**config.mk**
```make
export PLATFORM = sky130hd
export DESIGN_NAME = bcd_stopwatch_flat
export DESIGN_NICKNAME = d
export VERILOG_FILES = /design/src/rtl/bcd_stopwatch_pkg.sv /design/src/rtl/bcd_stopwatch_if.sv /design/src/rtl/bcd_stopwatch_digit_counter.sv /design/src/rtl/bcd_stopwatch.sv /design/src/flat_wrapper.sv
export SDC_FILE = /design/constraint.sdc
export NUM_CORES = 1
export LEC_CHECK = 0
export ABC_AREA = 0
export CAP_MARGIN = 15
export CORE_MARGIN = 3
export CORE_UTILIZATION = 52
export CTS_BUF_LIST = sky130_fd_sc_hd__clkbuf_4 sky130_fd_sc_hd__clkbuf_8
export CTS_CLUSTER_SIZE = 40
export DETAILED_ROUTE_END_ITERATION = 7
export DONT_BUFFER_PORTS = 1
export GPL_TIMING_DRIVEN = 0
export HOLD_SLACK_MARGIN = 0.1
export PLACE_DENSITY = 0.67
export SYNTH_ARGS = -nofsm -noshare
export SYNTH_HDL_FRONTEND = slang
export SYNTH_HIERARCHICAL = 1
export SYNTH_SLANG_ARGS = --single-unit
```
**constraint.sdc**
```tcl
create_clock -name CLOCK_50 -period 4.25 [get_ports CLOCK_50]
set_input_delay 0.425 -clock CLOCK_50 [delete_from_list [all_inputs] [get_ports CLOCK_50]]
set_output_delay 0.425 -clock CLOCK_50 [all_outputs]
set_load 0.1 [all_outputs]
```
**src/rtl/bcd_stopwatch_pkg.sv**
```systemverilog
// Shared types and constants for the BCD stopwatch: digit type, run-state
// encoding, digit moduli and a small BCD conversion helper.
package bcd_stopwatch_pkg;

   typedef logic [3:0] bcd_t;

   typedef enum logic [1:0] {
      IDLE  = 2'd0,
      RUN   = 2'd1,
      PAUSE = 2'd2
   } state_t;

   localparam int DIGIT_MOD_DEC           = 10;
   localparam int DIGIT_MOD_SEXT          = 6;
   localparam int DEFAULT_TICKS_PER_TENTH = 5000000;
   localparam int DEFAULT_WRAP_MINUTES    = 60;

   // Digit order, least significant first: tenths, secOnes, secTens, minOnes, minTens.
   localparam int NUM_DIGITS = 5;

   function automatic int digit_modulus(input int idx);
      return (idx == 2) ? DIGIT_MOD_SEXT : DIGIT_MOD_DEC;
   endfunction

   function automatic logic [7:0] to_bcd2(input int value);
      return {4'(value / 10), 4'(value % 10)};
   endfunction

endpackage

```
**src/rtl/bcd_stopwatch_if.sv**
```systemverilog
// Control pulses and display-side outputs of the stopwatch, bundled for
// connection between the button logic and the seven-segment decoders.
interface bcd_stopwatch_if;
   import bcd_stopwatch_pkg::*;

   logic startStop;
   logic clear;
   logic lap;
   logic running;
   logic tick;
   logic wrap;
   logic lapActive;
   bcd_t tenths;
   bcd_t secOnes;
   bcd_t secTens;
   bcd_t minOnes;
   bcd_t minTens;

   modport master (
      output startStop, clear, lap,
      input  running, tick, wrap, lapActive,
      input  tenths, secOnes, secTens, minOnes, minTens
   );

   modport slave (
      input  startStop, clear, lap,
      output running, tick, wrap, lapActive,
      output tenths, secOnes, secTens, minOnes, minTens
   );

endinterface

```
**src/rtl/bcd_stopwatch_digit_counter.sv**
```systemverilog
// Single BCD digit counting 0..MODULUS-1; advances on en, synchronous clr wins,
// carry_out flags the enabled step from MODULUS-1 back to 0.
module bcd_digit_counter
   import bcd_stopwatch_pkg::*;
#(
   parameter int MODULUS = DIGIT_MOD_DEC
) (
   input  logic clk,
   input  logic rst_n,
   input  logic en,
   input  logic clr,
   output bcd_t digit,
   output logic carry_out
);

   localparam bcd_t DIGIT_MAX = bcd_t'(MODULUS - 1);

   bcd_t digit_q;
   bcd_t digit_d;

   always_comb begin
      digit_d = digit_q;
      if (clr) begin
         digit_d = '0;
      end else if (en) begin
         digit_d = (digit_q == DIGIT_MAX) ? '0 : digit_q + 4'd1;
      end
   end

   always_ff @(posedge clk or negedge rst_n) begin
      if (!rst_n) begin
         digit_q <= '0;
      end else begin
         digit_q <= digit_d;
      end
   end

   assign digit     = digit_q;
   assign carry_out = en && (digit_q == DIGIT_MAX);

endmodule

```
**src/rtl/bcd_stopwatch.sv**
```systemverilog
// Stopwatch top: run/pause FSM, tenth-second prescaler and MM:SS.t digit cascade.
// Optional lap hold (snapshot display while counting continues) under LAP_HOLD_EN.
module bcd_stopwatch
   import bcd_stopwatch_pkg::*;
#(
   parameter int TICKS_PER_TENTH = DEFAULT_TICKS_PER_TENTH,
   parameter int WRAP_MINUTES    = DEFAULT_WRAP_MINUTES
) (
   input logic            CLOCK_50,
   input logic            RESET_N,
   bcd_stopwatch_if.slave bus
);

   localparam int                 PRESC_W     = $clog2(TICKS_PER_TENTH);
   localparam logic [PRESC_W-1:0] PRESC_MAX   = PRESC_W'(TICKS_PER_TENTH - 1);
   localparam logic [7:0]         MIN_MAX_BCD = to_bcd2(WRAP_MINUTES - 1);

   state_t             state_q, state_d;
   logic [PRESC_W-1:0] presc_q, presc_d;
   logic               running_q, running_d;
   logic               tick_q, tick_d;
   logic               wrap_q, wrap_d;
   logic               tick_event;
   logic               minute_wrap;
   bcd_t               live_w  [NUM_DIGITS];
   bcd_t               shown_w [NUM_DIGITS];

   // A tick is decided by the pre-edge state, so a startStop on a tick edge still counts.
   assign tick_event  = (state_q == RUN) && (presc_q == PRESC_MAX);
   assign minute_wrap = g_digit[2].carry && ({live_w[4], live_w[3]} == MIN_MAX_BCD);

   always_comb begin
      state_d = state_q;
      if (bus.clear) begin
         state_d = IDLE;
      end else if (bus.startStop) begin
         case (state_q)
            IDLE:    state_d = RUN;
            RUN:     state_d = PAUSE;
            PAUSE:   state_d = RUN;
            default: state_d = IDLE;
         endcase
      end
   end

   always_comb begin
      presc_d = presc_q;
      if (bus.clear) begin
         presc_d = '0;
      end else if (state_q == RUN) begin
         presc_d = tick_event ? '0 : presc_q + PRESC_W'(1);
      end
      running_d = (state_d == RUN);
      tick_d    = tick_event && !bus.clear;
      wrap_d    = minute_wrap && !bus.clear;
   end

   always_ff @(posedge CLOCK_50 or negedge RESET_N) begin
      if (!RESET_N) begin
         state_q   <= IDLE;
         presc_q   <= '0;
         running_q <= 1'b0;
         tick_q    <= 1'b0;
         wrap_q    <= 1'b0;
      end else begin
         state_q   <= state_d;
         presc_q   <= presc_d;
         running_q <= running_d;
         tick_q    <= tick_d;
         wrap_q    <= wrap_d;
      end
   end

   // Both minute digits are forced to zero at the configured wrap point.
   for (genvar gi = 0; gi < NUM_DIGITS; gi++) begin : g_digit
      logic en;
      logic clr;
      logic carry;

      if (gi == 0) begin : g_lsd
         assign en = tick_event;
      end else begin : g_chain
         assign en = g_digit[gi-1].carry;
      end

      assign clr = bus.clear || ((gi >= 3) && minute_wrap);

      bcd_digit_counter #(
         .MODULUS (digit_modulus(gi))
      ) u_digit (
         .clk       (CLOCK_50),
         .rst_n     (RESET_N),
         .en        (en),
         .clr       (clr),
         .digit     (live_w[gi]),
         .carry_out (carry)
      );
   end

   logic unused_carry;
   assign unused_carry = g_digit[NUM_DIGITS-1].carry;

`ifdef LAP_HOLD_EN
   logic lap_active_q, lap_active_d;
   bcd_t snap_q [NUM_DIGITS];
   bcd_t snap_d [NUM_DIGITS];

   always_comb begin
      lap_active_d = lap_active_q;
      snap_d       = snap_q;
      if (bus.clear) begin
         lap_active_d = 1'b0;
      end else if (bus.lap && (state_q != IDLE)) begin
         lap_active_d = !lap_active_q;
         if (!lap_active_q) begin
            snap_d = live_w;
         end
      end
   end

   always_ff @(posedge CLOCK_50 or negedge RESET_N) begin
      if (!RESET_N) begin
         lap_active_q <= 1'b0;
         snap_q       <= '{default: '0};
      end else begin
         lap_active_q <= lap_active_d;
         snap_q       <= snap_d;
      end
   end

   for (genvar gi = 0; gi < NUM_DIGITS; gi++) begin : g_show
      assign shown_w[gi] = lap_active_q ? snap_q[gi] : live_w[gi];
   end

   assign bus.lapActive = lap_active_q;
`else
   logic unused_lap;
   assign unused_lap = bus.lap;

   for (genvar gi = 0; gi < NUM_DIGITS; gi++) begin : g_show
      assign shown_w[gi] = live_w[gi];
   end

   assign bus.lapActive = 1'b0;
`endif

   assign bus.running = running_q;
   assign bus.tick    = tick_q;
   assign bus.wrap    = wrap_q;
   assign bus.tenths  = shown_w[0];
   assign bus.secOnes = shown_w[1];
   assign bus.secTens = shown_w[2];
   assign bus.minOnes = shown_w[3];
   assign bus.minTens = shown_w[4];

endmodule

```
**src/flat_wrapper.sv**
```systemverilog
// flat-port wrapper written by rule: the top's interface ports become plain ports
module bcd_stopwatch_flat import bcd_stopwatch_pkg::*;
#(
   parameter int TICKS_PER_TENTH = DEFAULT_TICKS_PER_TENTH,
   parameter int WRAP_MINUTES    = DEFAULT_WRAP_MINUTES
)
  (CLOCK_50, RESET_N, bus_startStop, bus_clear, bus_lap, bus_running, bus_tick, bus_wrap, bus_lapActive, bus_tenths, bus_secOnes, bus_secTens, bus_minOnes, bus_minTens);
  bcd_stopwatch_if bus_i ();
  input logic CLOCK_50;
  input logic RESET_N;
  input wire logic [$bits(bus_i.startStop)-1:0] bus_startStop;
  input wire logic [$bits(bus_i.clear)-1:0] bus_clear;
  input wire logic [$bits(bus_i.lap)-1:0] bus_lap;
  output wire logic [$bits(bus_i.running)-1:0] bus_running;
  output wire logic [$bits(bus_i.tick)-1:0] bus_tick;
  output wire logic [$bits(bus_i.wrap)-1:0] bus_wrap;
  output wire logic [$bits(bus_i.lapActive)-1:0] bus_lapActive;
  output wire logic [$bits(bus_i.tenths)-1:0] bus_tenths;
  output wire logic [$bits(bus_i.secOnes)-1:0] bus_secOnes;
  output wire logic [$bits(bus_i.secTens)-1:0] bus_secTens;
  output wire logic [$bits(bus_i.minOnes)-1:0] bus_minOnes;
  output wire logic [$bits(bus_i.minTens)-1:0] bus_minTens;
  assign bus_i.startStop = bus_startStop;
  assign bus_i.clear = bus_clear;
  assign bus_i.lap = bus_lap;
  assign bus_running = bus_i.running;
  assign bus_tick = bus_i.tick;
  assign bus_wrap = bus_i.wrap;
  assign bus_lapActive = bus_i.lapActive;
  assign bus_tenths = bus_i.tenths;
  assign bus_secOnes = bus_i.secOnes;
  assign bus_secTens = bus_i.secTens;
  assign bus_minOnes = bus_i.minOnes;
  assign bus_minTens = bus_i.minTens;
  bcd_stopwatch #(.TICKS_PER_TENTH(TICKS_PER_TENTH), .WRAP_MINUTES(WRAP_MINUTES)) u_core (.CLOCK_50(CLOCK_50), .RESET_N(RESET_N), .bus(bus_i));
endmodule
```
# Word-level counts from Yosys, hierarchy flattened
# Cells that the tools add are included.
[totals]
regBits = 48
inputBits = 5
output_inout_bits = 24
word_cells = 65
[classes]
addsub = 6
n_eq_ne = 10
muxes = 21
n_reduce_logical = 18
[ops]
columns = ["cell", "count"]
rows = [
  ["23-bit 2-to-1 mux", 3],
  ["4-bit 2-to-1 mux", 15],
  ["23-bit by 1-bit adder with 23-bit output (second input constant)", 1],
  ["23-bit equality test (second input constant)", 1],
  ["4-bit by 1-bit adder with 4-bit output (second input constant)", 5],
  ["4-bit equality test (second input constant)", 4],
  ["2-bit nonzero test", 6],
  ["8-bit by 7-bit equality test with 1-bit output (second input constant)", 1],
  ["1-bit logical AND", 8],
  ["2-bit by 1-bit equality test with 1-bit output (second input constant)", 2],
  ["4-bit by 3-bit equality test with 1-bit output (second input constant)", 1],
  ["2-bit 2-to-1 mux", 2],
  ["2-bit one-hot mux with 2 select lines", 1],
  ["2-bit equality test (second input constant)", 1],
  ["2-bit zero test", 1],
  ["2-bit OR reduction", 1],
  ["1-bit zero test", 1],
  ["1-bit logical OR", 1],
]

# Depth between registers and ports, before layout
[logic_depth]
depth_word = 8
ltp_mapped = 14
ltp_nobuf = 14

# Hierarchy
# The synthesis kept the hierarchy.
[by_module_without_submodules]
columns = ["mod", "instances", "cells_per_inst", "area_per_inst_um2", "seq_area_each_um2"]
rows = [
  ["bcd_stopwatch", 1, 189, 1672.9, 700.7],
  ["bcd_digit_counter at u_core.g_digit[0].u_digit ...", 4, 26, 241.5, 100.1],
  ["bcd_digit_counter at u_core.g_digit[2].u_digit", 1, 23, 231.5, 100.1],
]

# Worst setup path after synthesis
# Ideal clock, no wire load.
[synth_timing]
kind = "flip-flop to flip-flop"
start = "register u_core.g_digit[0].u_digit.digit_q[0]"
end = "register u_core.g_digit[4].u_digit.digit_q[3]"
setup_time_ps = 79
arrival_time_ps = 3221
t_required_ps = 4171
slack_ps = 949
path_stages_with_launch = 12
n_path_buf = 0
synth_period_minus_slack_ps = 3301
path_cell_list = "dfrtp_1 > ha_1 > nand3b_1 > nor2_1 > inv_1 > nor2_1 > and4_2 > inv_1 > nor2_1 > and4b_2 > o21ai_0 > a21oi_1"
[synth_between]
word_cells_on_any_way = 9
cone_classes = "eq/ne (1); mux (1); reduce/logical (7)"
[synth_lines]
columns = ["element", "line", "source"]
rows = [
  ["start, declared", "bcd_stopwatch_digit_counter.sv:18", "bcd_t digit_q;"],
  ["start signal, assigned", "bcd_stopwatch_digit_counter.sv:34", "digit_q <= digit_d;"],
  ["4-bit equality test", "bcd_stopwatch_digit_counter.sv:39", "assign carry_out = en && (digit_q == DIGIT_MAX);"],
  ["1-bit logical AND", "bcd_stopwatch_digit_counter.sv:39", ""],
  ["via u_core.g_digit[0].carry", "bcd_stopwatch.sv:78", "logic carry;"],
  ["1-bit logical AND", "bcd_stopwatch_digit_counter.sv:39", ""],
  ["via u_core.g_digit[1].carry", "bcd_stopwatch.sv:78", ""],
  ["1-bit logical AND", "bcd_stopwatch_digit_counter.sv:39", ""],
  ["via u_core.g_digit[2].carry", "bcd_stopwatch.sv:78", ""],
  ["1-bit logical AND", "bcd_stopwatch_digit_counter.sv:39", ""],
  ["via u_core.g_digit[3].carry", "bcd_stopwatch.sv:78", ""],
  ["2-bit nonzero test (no line)", "-", ""],
  ["end signal, assigned", "bcd_stopwatch_digit_counter.sv:34", ""],
  ["end, declared", "bcd_stopwatch_digit_counter.sv:18", ""],
]
# The timed path passes the listed nets, and every way through them passes these cells.
# A chain may end at the register's enable or synchronous reset.

# Worst setup path after layout
[layout_timing]
start = "register u_core.presc_q[0]"
end = "register u_core.g_digit[4].u_digit.digit_q[3]"
[layout_between]
word_cells_on_any_way = 10
cone_classes = "eq/ne (1); mux (1); reduce/logical (8)"
[layout_lines]
columns = ["element", "line", "source"]
rows = [
  ["start, declared", "bcd_stopwatch.sv:19", "logic [PRESC_W-1:0] presc_q, presc_d;"],
  ["start signal, assigned", "bcd_stopwatch.sv:67", "presc_q <= presc_d;"],
  ["23-bit equality test", "bcd_stopwatch.sv:29", "assign tick_event = (state_q == RUN) && (presc_q == PRESC_MAX);"],
  ["1-bit logical AND", "bcd_stopwatch.sv:29", ""],
  ["via u_core.g_digit[0].en", "bcd_stopwatch.sv:76", "logic en;"],
  ["1-bit logical AND", "bcd_stopwatch_digit_counter.sv:39", ""],
  ["via u_core.g_digit[0].carry", "bcd_stopwatch.sv:78", ""],
  ["1-bit logical AND", "bcd_stopwatch_digit_counter.sv:39", ""],
  ["via u_core.g_digit[1].carry", "bcd_stopwatch.sv:78", ""],
  ["1-bit logical AND", "bcd_stopwatch_digit_counter.sv:39", ""],
  ["via u_core.g_digit[2].carry", "bcd_stopwatch.sv:78", ""],
  ["1-bit logical AND", "bcd_stopwatch_digit_counter.sv:39", ""],
  ["via u_core.g_digit[3].carry", "bcd_stopwatch.sv:78", ""],
  ["2-bit nonzero test (no line)", "-", ""],
]
# The timed path passes the listed nets, and every way through them passes these cells.

==> results_dict.tcl <==
set metrics [dict create \
    gr-usage-all-layers_pct 21.0 \
    dr.pass1.iters 4 \
    vias_per_cell 6.13 \
    crit_fanout 8 \
    timing.final.crit_share_pct 88.9 \
    rsz0062_at_grt "false" \
    grt_max_degree 49 \
    grt_first_pass_wirelength_mm 10.8 \
    h-tree-depth 2 \
    vdd_drop_max_mv 0.178 \
    wl_per_cell_um 15.6 \
    clockBufferDepth 2 \
    start_kind "flip-flop" \
    power.share.combinational_pct 8.1 \
    crit_path_end_kind "flip-flop" \
    ys_warn_count 6 \
    die_y_um 80.2 \
    numClockSinks 48 \
    path_class "flip-flop to flip-flop" \
    finalMaxSlewViolations 0 \
    fp-row-count 26 \
    critPathLaunch "u_core/presc_q[0]" \
    core_area_um2 5200 \
    antenna_left 0 \
    drt_iter0_drc 205 \
    cts_tree "done" \
    period_minus_slack_ns 3.78 \
    routed-via-count 2420 \
    fmax_mhz 265 \
    fin_skew_ns 0.00825 \
    drt_wl_total_mm 6.17 \
    path_clk_slew_ns 0.09 \
    die_w_um 80.2 \
    finalSetupViolations 0 \
    num_antenna_cells 0 \
    timing.setup.tns_ns 0 \
    io_buffer_count 0 \
    gr-total-overflow 0 \
    powerDensity_nw_per_um2 273 \
    area_growth_pct 7.81 \
    cap_violations 0 \
    switching_share_pct 25.9 \
    cts_buffers 5 \
    leakage_nw 1.17 \
    pin_count 29 \
    cp.arrival_ns 4.01 \
    tightest_slew_ns 1.05 \
    netlist_instances 315 \
    status "finished clean" \
    crit_required_ns 4.48 \
    die_area_um2 6440 \
    drive_gt1_share_pct 10.2 \
    syn-num-nets 331 \
    p_seq_share_pct 57.8 \
    p_clk_share_pct 34.0 \
    clk_latency_ns 0.30 \
    fin_hold_ws_ns 0.166 \
    slew_headroom_pct 29.8 \
    gp_congestion 0.860 \
    antenna_found_initial 0 \
    grt_pass1_vias 2318 \
    synth_area_um2 2870 \
    r2r_start "u_core/presc_q[0]" \
    min_from "bus_clear" \
    switching_power_w 0.000219 \
    finalHoldViolCount 0 \
    nNetsFinal 340 \
    fill_cells 498 \
    initial_core_util_pct 55.1 \
    avgSynthCellArea_um2 9.10 \
    route.detailed.drc 0 \
    p_int_w 0.000625 \
    root_buffer "clkbuf_8" \
    hold_path.class "input pin to flip-flop" \
    dpl.hpwl_mm 4.32 \
]
## worst max-delay path, stage by stage, from the launching register on
cell,delay [ns]
dfrtp_1,0.40
ha_1,0.22
and4_2,0.30
nand4_1,0.19
nor2_1,0.36
inv_1,0.14
nor2_1,0.34
inv_1,0.14
nor2_2,0.29
and4_2,0.36
inv_1,0.10
nor2_1,0.33
and4b_2,0.27
o21ai_0,0.09
a21oi_1,0.17
## worst paths after layout
kind,to,slack (ns),depth (start not counted)
hold reg to reg,u_core/presc_q[1],0.55,2
setup / recovery,u_core/g_digit[4].u_digit/digit[3],0.47,14
min in group asynchronous,u_core/presc_q[16],0.62,2
hold / removal,u_core/g_digit[0].u_digit/digit[2],0.17,1
max in group asynchronous,u_core/g_digit[3].u_digit/digit[2],3.41,2
setup reg to reg,u_core/g_digit[4].u_digit/digit[3],0.47,14
## state kept, by name (all words and copies together) (netlist names)
| register | flops |
|---|---|
| u_core/presc_q | 23 |
| u_core/g_digit.u_digit/digit | 20 |
| u_core/bus.running | 1 |
| u_core/bus.tick | 1 |
| u_core/bus.wrap | 1 |
| u_core/state_q | 2 |
## final cells by class
class	instances	area (um2)	share of cell area (%)
multi-input combinational	245	1580	51.0
sequential	48	1200	38.9
tap	70	87.6	2.83
clock buffer	6	82.6	2.67
buffer	11	51.3	1.66
inverter	11	41.3	1.34
timing repair buffer	2	37.5	1.21
clock inverter	2	13.8	0.445
## what timing repair did
item                       CTS  global route
hold endpoints to repair    48             0
resized for setup            0             1
setup endpoints to repair    0             2
setup buffers                0             0
hold buffers                 2             0
## power groups by stage
stage / Combinational, W / Clock, W / Sequential [W]
floorplan: 0.0000449 / 0 / 0.000493
global placement: 0.0000545 / 0 / 0.000497
detailed placement: 0.0000561 / 0 / 0.000497
CTS: 0.0000693 / 0.000299 / 0.000488
global route: 0.0000770 / 0.000325 / 0.000491
finish: 0.0000684 / 0.000287 / 0.000488
## cell usage in the layout (no fill, tap or decap), types with 3 or more instances in the layout
cell type,instances
nor4bb_1,3
and3_1,3
a21boi_0,4
a21oi_1,21
buf_2,5
nand2_2,4
nor4_1,4
clkbuf_8,6
ha_1,11
or3_1,10
or4_1,9
o21ai_0,19
nor2b_1,8
and4b_2,4
a211o_1,5
clkbuf_1,4
xor2_1,6
o211ai_1,10
nand4_1,19
dfrtp_1,48
nor2_1,18
nand3_1,5
inv_1,11
nand3b_1,14
a21oi_2,6
nand2_1,35
## per-stage QoR
stage                     util, %  std cells  worst slack, ns  power, W  cell area, um2
after floorplan                 -        315            0.949  0.000538            2870
after global placement       56.8        385            0.436  0.000552            2950
after detailed placement     56.8        385            0.414  0.000553            2950
after CTS                    59.3        395            0.374  0.000857            3090
after global routing         59.4        395           0.0664  0.000893            3090
final                        59.4        395            0.473  0.000844            3090
## per-layer routing
layer,part of all wire (%),wire length (um),global-route usage [%],up-vias
li1,-,-,-,1183
met1,47,2930,28.6,1181
met2,47,2920,33.2,54
met3,4.9,302,6.39,2
met4,0.23,14,4.05,0
met5,0,0,0,-
No activity file was read; power rests on OpenSTA's default activity.
